`config.mk`:
```
export PLATFORM = sky130hd
export DESIGN_NAME = vending_purchase_fsm
export DESIGN_NICKNAME = d
export VERILOG_FILES = /design/src/rtl/vending_purchase_fsm.sv
export SDC_FILE = /design/constraint.sdc
export NUM_CORES = 1
export LEC_CHECK = 0
export BUFFER_PORTS_ARGS = -buffer_cell sky130_fd_sc_hd__buf_2
export CORE_MARGIN = 5
export CORE_UTILIZATION = 35
export CTS_CLUSTER_SIZE = 30
export DETAILED_ROUTE_END_ITERATION = 12
export GPL_ROUTABILITY_DRIVEN = 0
export HOLD_SLACK_MARGIN = 0.15
export PLACE_DENSITY = 0.53
export SETUP_SLACK_MARGIN = 0.4
export SYNTH_ARGS = -nofsm -noshare
export SYNTH_HDL_FRONTEND = slang
export SYNTH_SLANG_ARGS = --single-unit
export TNS_END_PERCENT = 5
```
`constraint.sdc`:
```
create_clock -name clock -period 2.4 [get_ports clock]
set_input_delay 0.24 -clock clock [delete_from_list [all_inputs] [get_ports clock]]
set_output_delay 0.24 -clock clock [all_outputs]
set_load 0.03 [all_outputs]
```
`src/rtl/vending_purchase_fsm.sv`:
```
// Purchase controller: fetches the price, accumulates coins, dispenses once, then returns change or refunds.
// Select-to-COLLECT takes 2 cycles; no backpressure: strobes arriving outside their accepting state are dropped or rejected.
module vending_purchase_fsm #(
  parameter int PRICE_W  = 4,
  parameter int CREDIT_W = 5,
  parameter int TIMEOUT  = 255
) (
  input  logic                clock,
  input  logic                resetN,
  input  logic                select,
  input  logic [2:0]          productCode,
  output logic [2:0]          priceAddr,
  input  logic [PRICE_W-1:0]  price,
  input  logic                coinValid,
  input  logic [1:0]          coinValue,
  input  logic                cancel,
  output logic                busy,
  output logic [CREDIT_W-1:0] credit,
  output logic                coinReject,
  output logic                dispense,
  output logic [2:0]          dispenseCode,
  output logic                changeValid,
  output logic [CREDIT_W-1:0] changeAmount,
  output logic                refunded
);

  localparam int TW = $clog2(TIMEOUT + 1);

  typedef enum logic [2:0] {IDLE, LOOKUP, COLLECT, DISPENSE, CHANGE, REFUND} state_t;

  state_t              state;
  logic [2:0]          selReg;
  logic [PRICE_W-1:0]  priceReg;
  logic [TW-1:0]       timer;
  logic [CREDIT_W-1:0] coinAmt;
  logic [CREDIT_W-1:0] sum;
  logic [CREDIT_W-1:0] newCredit;
  logic [CREDIT_W-1:0] priceExt;
  logic                coinOk;
  logic                timedOut;

  always_comb begin
    case (coinValue)
      2'b01:   coinAmt = CREDIT_W'(1);
      2'b10:   coinAmt = CREDIT_W'(2);
      2'b11:   coinAmt = CREDIT_W'(5);
      default: coinAmt = '0;
    endcase
  end

  assign coinOk    = coinValid && (coinValue != 2'b00);
  assign sum       = credit + coinAmt;
  // A coin landing together with cancel is counted before the refund.
  assign newCredit = coinOk ? sum : credit;
  assign priceExt  = CREDIT_W'(priceReg);
  assign timedOut  = !coinOk && (timer == TW'(TIMEOUT - 1));
  assign busy      = (state != IDLE);

  always_ff @(posedge clock) begin
    if (!resetN) begin
      state        <= IDLE;
      selReg       <= '0;
      priceReg     <= '0;
      timer        <= '0;
      credit       <= '0;
      priceAddr    <= '0;
      coinReject   <= 1'b0;
      dispense     <= 1'b0;
      dispenseCode <= '0;
      changeValid  <= 1'b0;
      changeAmount <= '0;
      refunded     <= 1'b0;
    end else begin
      coinReject  <= coinValid && !(state == COLLECT && coinValue != 2'b00);
      dispense    <= 1'b0;
      changeValid <= 1'b0;
      refunded    <= 1'b0;
      case (state)
        IDLE: begin
          if (select) begin
            selReg    <= productCode;
            priceAddr <= productCode;
            state     <= LOOKUP;
          end
        end
        LOOKUP: begin
          priceReg <= price;
          timer    <= '0;
          if (price == '0) begin
            state        <= DISPENSE;
            dispense     <= 1'b1;
            dispenseCode <= selReg;
          end else begin
            state <= COLLECT;
          end
        end
        COLLECT: begin
          if (coinOk) begin
            credit <= sum;
            timer  <= '0;
          end else begin
            timer <= timer + TW'(1);
          end
          if (cancel || timedOut) begin
            state <= REFUND;
            if (newCredit != '0) begin
              changeValid  <= 1'b1;
              refunded     <= 1'b1;
              changeAmount <= newCredit;
            end
          end else if (coinOk && sum >= priceExt) begin
            state        <= DISPENSE;
            dispense     <= 1'b1;
            dispenseCode <= selReg;
          end
        end
        DISPENSE: begin
          if (credit > priceExt) begin
            state        <= CHANGE;
            changeValid  <= 1'b1;
            changeAmount <= credit - priceExt;
          end else begin
            state  <= IDLE;
            credit <= '0;
          end
        end
        CHANGE, REFUND: begin
          state  <= IDLE;
          credit <= '0;
        end
        default: state <= IDLE;
      endcase
    end
  end

endmodule

```
# After elaboration in Yosys (flattened, before gate mapping)
# Index checks and enable logic that the tools add are counted.
totals:
  ff_bits: 35
  elab_cells: 85
  inputBits: 14
  output_inout_bits: 21
op_classes:
  n_addsub: 3
  n_lt_le_gt_ge: 2
  n_eq_ne: 18
  muxes: 28
  n_reduce_logical: 23
op_table:
  columns: ["op", "count"]
  rows:
  - ["5-bit 2-to-1 mux", 5]
  - ["3-bit 2-to-1 mux", 7]
  - ["8-bit case mux with 2 select lines", 1]
  - ["5-bit case mux with 3 select lines", 1]
  - ["3-bit case mux with 4 select lines", 1]
  - ["2-bit != test, second input constant", 5]
  - ["5-bit case mux with 2 select lines", 1]
  - ["3-bit case mux with 3 select lines", 1]
  - ["8-bit by 1-bit adder with 8-bit output, second input constant", 1]
  - ["8-bit == test, second input constant", 1]
  - ["8-bit 2-to-1 mux", 1]
  - ["2-bit AND reduction", 4]
  - ["4-bit AND reduction", 2]
  - ["1-bit 2-to-1 mux", 7]
  - ["3-bit by 2-bit == test with 1-bit output, second input constant", 2]
  - ["3-bit == test, second input constant", 2]
  - ["2-bit by 1-bit != test with 1-bit output, second input constant", 3]
  - ["3-bit case mux with 2 select lines", 1]
  - ["2-bit nonzero test", 3]
  - ["3-bit nonzero test", 2]
  - ["5-bit adder", 1]
  - ["5-bit by 4-bit >= comparator with 1-bit output", 1]
  - ["5-bit by 4-bit greater-than comparator with 1-bit output", 1]
  - ["1-bit logical AND", 5]
  - ["12 further kinds", 15]

# Depth between registers and ports, before layout
depth:
  word_depth: 8
  mapped_depth: 10
  depth_no_buf: 10

# Least setup slack after synthesis
# Ideal clock, no wire load.
synth_path:
  path_type: "reg2reg"
  start: "reg credit[1]"
  end: "reg dispenseCode[0]"
  setup_slack_ns: -0.375
  setup_time_ns: 0.134
  path_buffers: 0
  arrival_ns: 2.642
  path_stages_with_launch: 10
  required_time_ns: 2.266
  synth_period_minus_slack_ns: 2.775
  path_cell_list: "dfxtp_1 -> inv_1 -> fa_1 -> inv_1 -> ha_1 -> a21o_1 -> a21o_1 -> a211oi_1 -> or4_1 -> o2111ai_1"
synth_via:
  elab_chain_cells: 5
synth_rtl:
  columns: ["item", "line_no", "rtl"]
  rows:
  - ["start: declaration", "18", "output logic [CREDIT_W-1:0] credit,"]
  - ["start signal: assignment", "99", "credit <= sum;"]
  - ["5-bit adder", "52", "assign sum = credit + coinAmt;"]
  - ["5-bit by 4-bit >= comparator with 1-bit output", "111", "end else if (coinOk && sum >= priceExt) begin"]
  - ["1-bit logical AND", "111", null]
  - ["2-bit by 1-bit != test with 1-bit output (no line)", null, null]
  - ["4-bit AND reduction (no line)", null, null]
  - ["end signal: assignment", "92", "dispenseCode <= selReg;"]
  - ["end signal: assignment", "114", "dispenseCode <= selReg;"]
  - ["end: declaration", "21", "output logic [2:0] dispenseCode,"]
# No other way between the ends.
# A chain may end at the register's enable or synchronous reset.

# Final worst setup path
layout_path:
  start: "reg credit[0]"
  end: "reg dispenseCode[0]"
# Same word-level chain as after synthesis.

==> results.json <==
{
  "avgSynthCellArea_um2": 8.22,
  "synth.distinct_cells": 58,
  "relSlewSlack": 0.442,
  "htree_levels": 2,
  "design_area_um2": 2640,
  "num_vias": 2030,
  "numClockSinks": 35,
  "critPathLaunchType": "flop",
  "cts_setup_buffers": 0,
  "async_reset_ff_frac": 0,
  "clkPwrFrac": 0.272,
  "synth_seq_area_share": 0.325,
  "drt-pass1-iter-count": 4,
  "register_area_um2": 709,
  "ys_ff_latch": 35,
  "routed_via_density": 5.31,
  "failed_checks": "negative setup slack",
  "final-setup-viol-count": 4,
  "core_um2": 5960,
  "leakagePower_uw": 0.00113,
  "wl_per_cell_um": 14.9,
  "status": "finished with violations",
  "grt_max_degree": 26,
  "end_kind": "flop",
  "n_antenna_cell": 0,
  "placed_cell_area_um2": 2500,
  "period_minus_slack_ns": 2.46,
  "p_int_uw": 1020,
  "drc_errors": 0,
  "die_x_um": 88.4,
  "io_buffer_count": 34,
  "postSynthCellCount": 262,
  "synth_fp_nets": 291,
  "yosysTopAreaCell": "dfxtp_1",
  "n_fill_cell": 640,
  "io_pins": 35,
  "syn_area_um2": 2150,
  "holdBufCountCts": 0,
  "crit_fanout": 8,
  "ys.flop_type": "dfxtp_1",
  "rsz0062_at_grt": "true",
  "drt-initial-drc-count": 65,
  "start_util": 0.362,
  "yosys.area.top_type_share": 0.325,
  "row_count": 28,
  "ctsLongestPathBuffers": 2,
  "fin_ws_ns": -0.0643,
  "post-place-ws_ns": -0.171,
  "peakVddDrop_mv": 0.293,
  "cts-root-buf": "clkbuf_8",
  "track_usage": 0.155,
  "min_path_cells": 3,
  "antenna_found_initial": 0,
  "hpwl_mm": 4.21,
  "multi_input_area_um2": 1440,
  "final_nets": 335,
  "powerDensity_nw_per_um2": 612,
  "min_period_over_period": 1.03,
  "hp-class": "in -> reg",
  "clk_pin_slew_ns": 0.08,
  "tightest_slew_ns": 0.836,
  "slowest_delay_ns": 0.50,
  "cp.arrival_ns": 2.63,
  "clock_latency_ns": 0.29,
  "required_ns": 2.57,
  "worstPathCellList": "ha_4 -> inv_2 -> fa_1 -> inv_1 -> ha_1 -> a21o_1 -> a21o_1 -> a211oi_4 -> or4_1 -> o2111ai_2",
  "switchingPower_uw": 594,
  "power_frac_comb": 0.322,
  "wirelength_mm": 5.69,
  "die_h_um": 88.4,
  "reg2regPathDepth": 10,
  "swShare": 0.367,
  "total_power_uw": 1620,
  "grt_pass1_wl_mm": 9.32,
  "cts_buffers": 5,
  "area_growth_pct": 22.8,
  "fin_worst_skew_ns": 0.00538,
  "p_seq_frac": 0.407,
  "slew_viol_final": 0,
  "synth_edf_count": 0,
  "synth_warnings": 0,
  "grt-ovfl-total": 0,
  "finalHoldViolCount": 0,
  "die_area_um2": 7820,
  "path_common_cell": "a21o_1",
  "grt_pass1_vias": 2017,
  "yosys-top-cells-area": "dfxtp_1, ha_1, nor2_1, a21oi_1, nand2_1",
  "cts_tree": "done",
  "final_antenna_net_count": 0,
  "drive_gt1_frac": 0.264,
  "tns_ns": -0.173,
  "drv_cap": 0,
  "critPathKind": "reg -> reg",
  "cp_slowest_cell": "fa_1",
  "fmax_mhz": 406
}
[synth_stat cells (all sizes together), types with 2 or more instances]
master,n
clkbuf,6
o211a,2
nand2,26
nor3b,3
a21o,2
mux2i,5
xor2,2
dfxtp,35
a21oi,21
nand3,9
and3,9
or4,3
fa,2
nor2,31
nor2b,6
o21a,4
a211oi,3
buf,4
nor4,2
nor3,7
nand2b,3
o211ai,3
xnor2,3
ha,13
or3,2
o21ai,18
inv,13
o2111ai,3
a31oi,4
[layout by cell type (no fill, tap or decap), types with 3 or more instances in the layout]
master / n
nor2_1: 31
and3_1: 9
or4_1: 3
a21oi_1: 20
nand3_1: 9
o21ai_0: 12
o21ai_1: 5
inv_2: 6
clkbuf_8: 5
buf_4: 12
nand2_1: 24
nand2b_1: 3
dfxtp_1: 32
xnor2_1: 3
nor3_1: 6
inv_1: 7
ha_4: 3
a31oi_1: 4
ha_1: 10
buf_2: 34
mux2i_1: 5
nor2b_1: 4
o21a_1: 4
[routing by layer]
metal / up-vias / track usage / part of all wire
li1: 1028 / - / -
met1: 944 / 0.196 / 0.47
met2: 44 / 0.251 / 0.45
met3: 14 / 0.0354 / 0.055
met4: 0 / 0.0728 / 0.026
met5: - / 0 / 0
[what timing repair did]
item / CTS / global route
pin swaps: 14 / 12
gates cloned: 0 / 0
endpoints found under the setup margin: 16 / 20
resized for setup: 12 / 6
hold endpoints to repair: 0 / 0
[final timing paths]
path                   start              end  slack, ns
min           productCode[2]        selReg[2]       0.18
min reg2reg  changeAmount[0]  changeAmount[0]       0.46
max                credit[0]  dispenseCode[0]      -0.06
max reg2reg        credit[0]  dispenseCode[0]      -0.06
[through the flow]
| step | hold slack, ns | instances | util |
|---|---|---|---|
| after floorplan | 0.379 | 262 | - |
| after global placement | 0.449 | 374 | 0.420 |
| after detailed placement | 0.452 | 374 | 0.420 |
| after CTS | 0.170 | 382 | 0.438 |
| after global routing | 0.190 | 382 | 0.444 |
| final | 0.176 | 382 | 0.444 |
[power groups by stage]
stage	combinational, uW	sequential (uW)	clock, uW
2_1_floorplan	347	683	0
3_3_place_gp	501	669	0
4_1_cts	510	657	459
3_5_place_dp	501	669	0
6_report	521	658	440
5_1_grt	581	665	482
[final cells by class]
cell class | count | share of cell area
multi-input cells | 204 | 0.543
repair buffers | 47 | 0.103
flip-flops and latches | 35 | 0.268
clock buffers | 6 | 0.0274
inverters | 13 | 0.0185
clock inverters | 2 | 0.00426
well taps | 75 | 0.0355
[cell families after synthesis]
group,after synthesis,synth area share
xor+xnor,5,0.0238
compound gates,71,0.235
simple gates,108,0.255
buf+inv,23,0.0436
mux,5,0.0232
fa+ha+maj,15,0.0941
flops,35,0.325
[sequential cells by signal, summed over array words and instances (netlist names)]
signal and count:
dispenseCode 3, priceReg 4, dispense 1, state 3, credit 5, refunded 1, changeAmount 5, selReg 3
coinReject 1, timer 8, changeValid 1
[critical path, delay by kind of cell (launching register included)]
| family | cells | cell delay [ns] |
|---|---|---|
| compound gates | 4 | 0.80 |
| buf+inv | 2 | 0.09 |
| flops | 1 | 0.36 |
| fa+ha+maj | 3 | 0.89 |
| simple gates | 1 | 0.19 |
No activity file was read; power rests on OpenSTA's default activity.
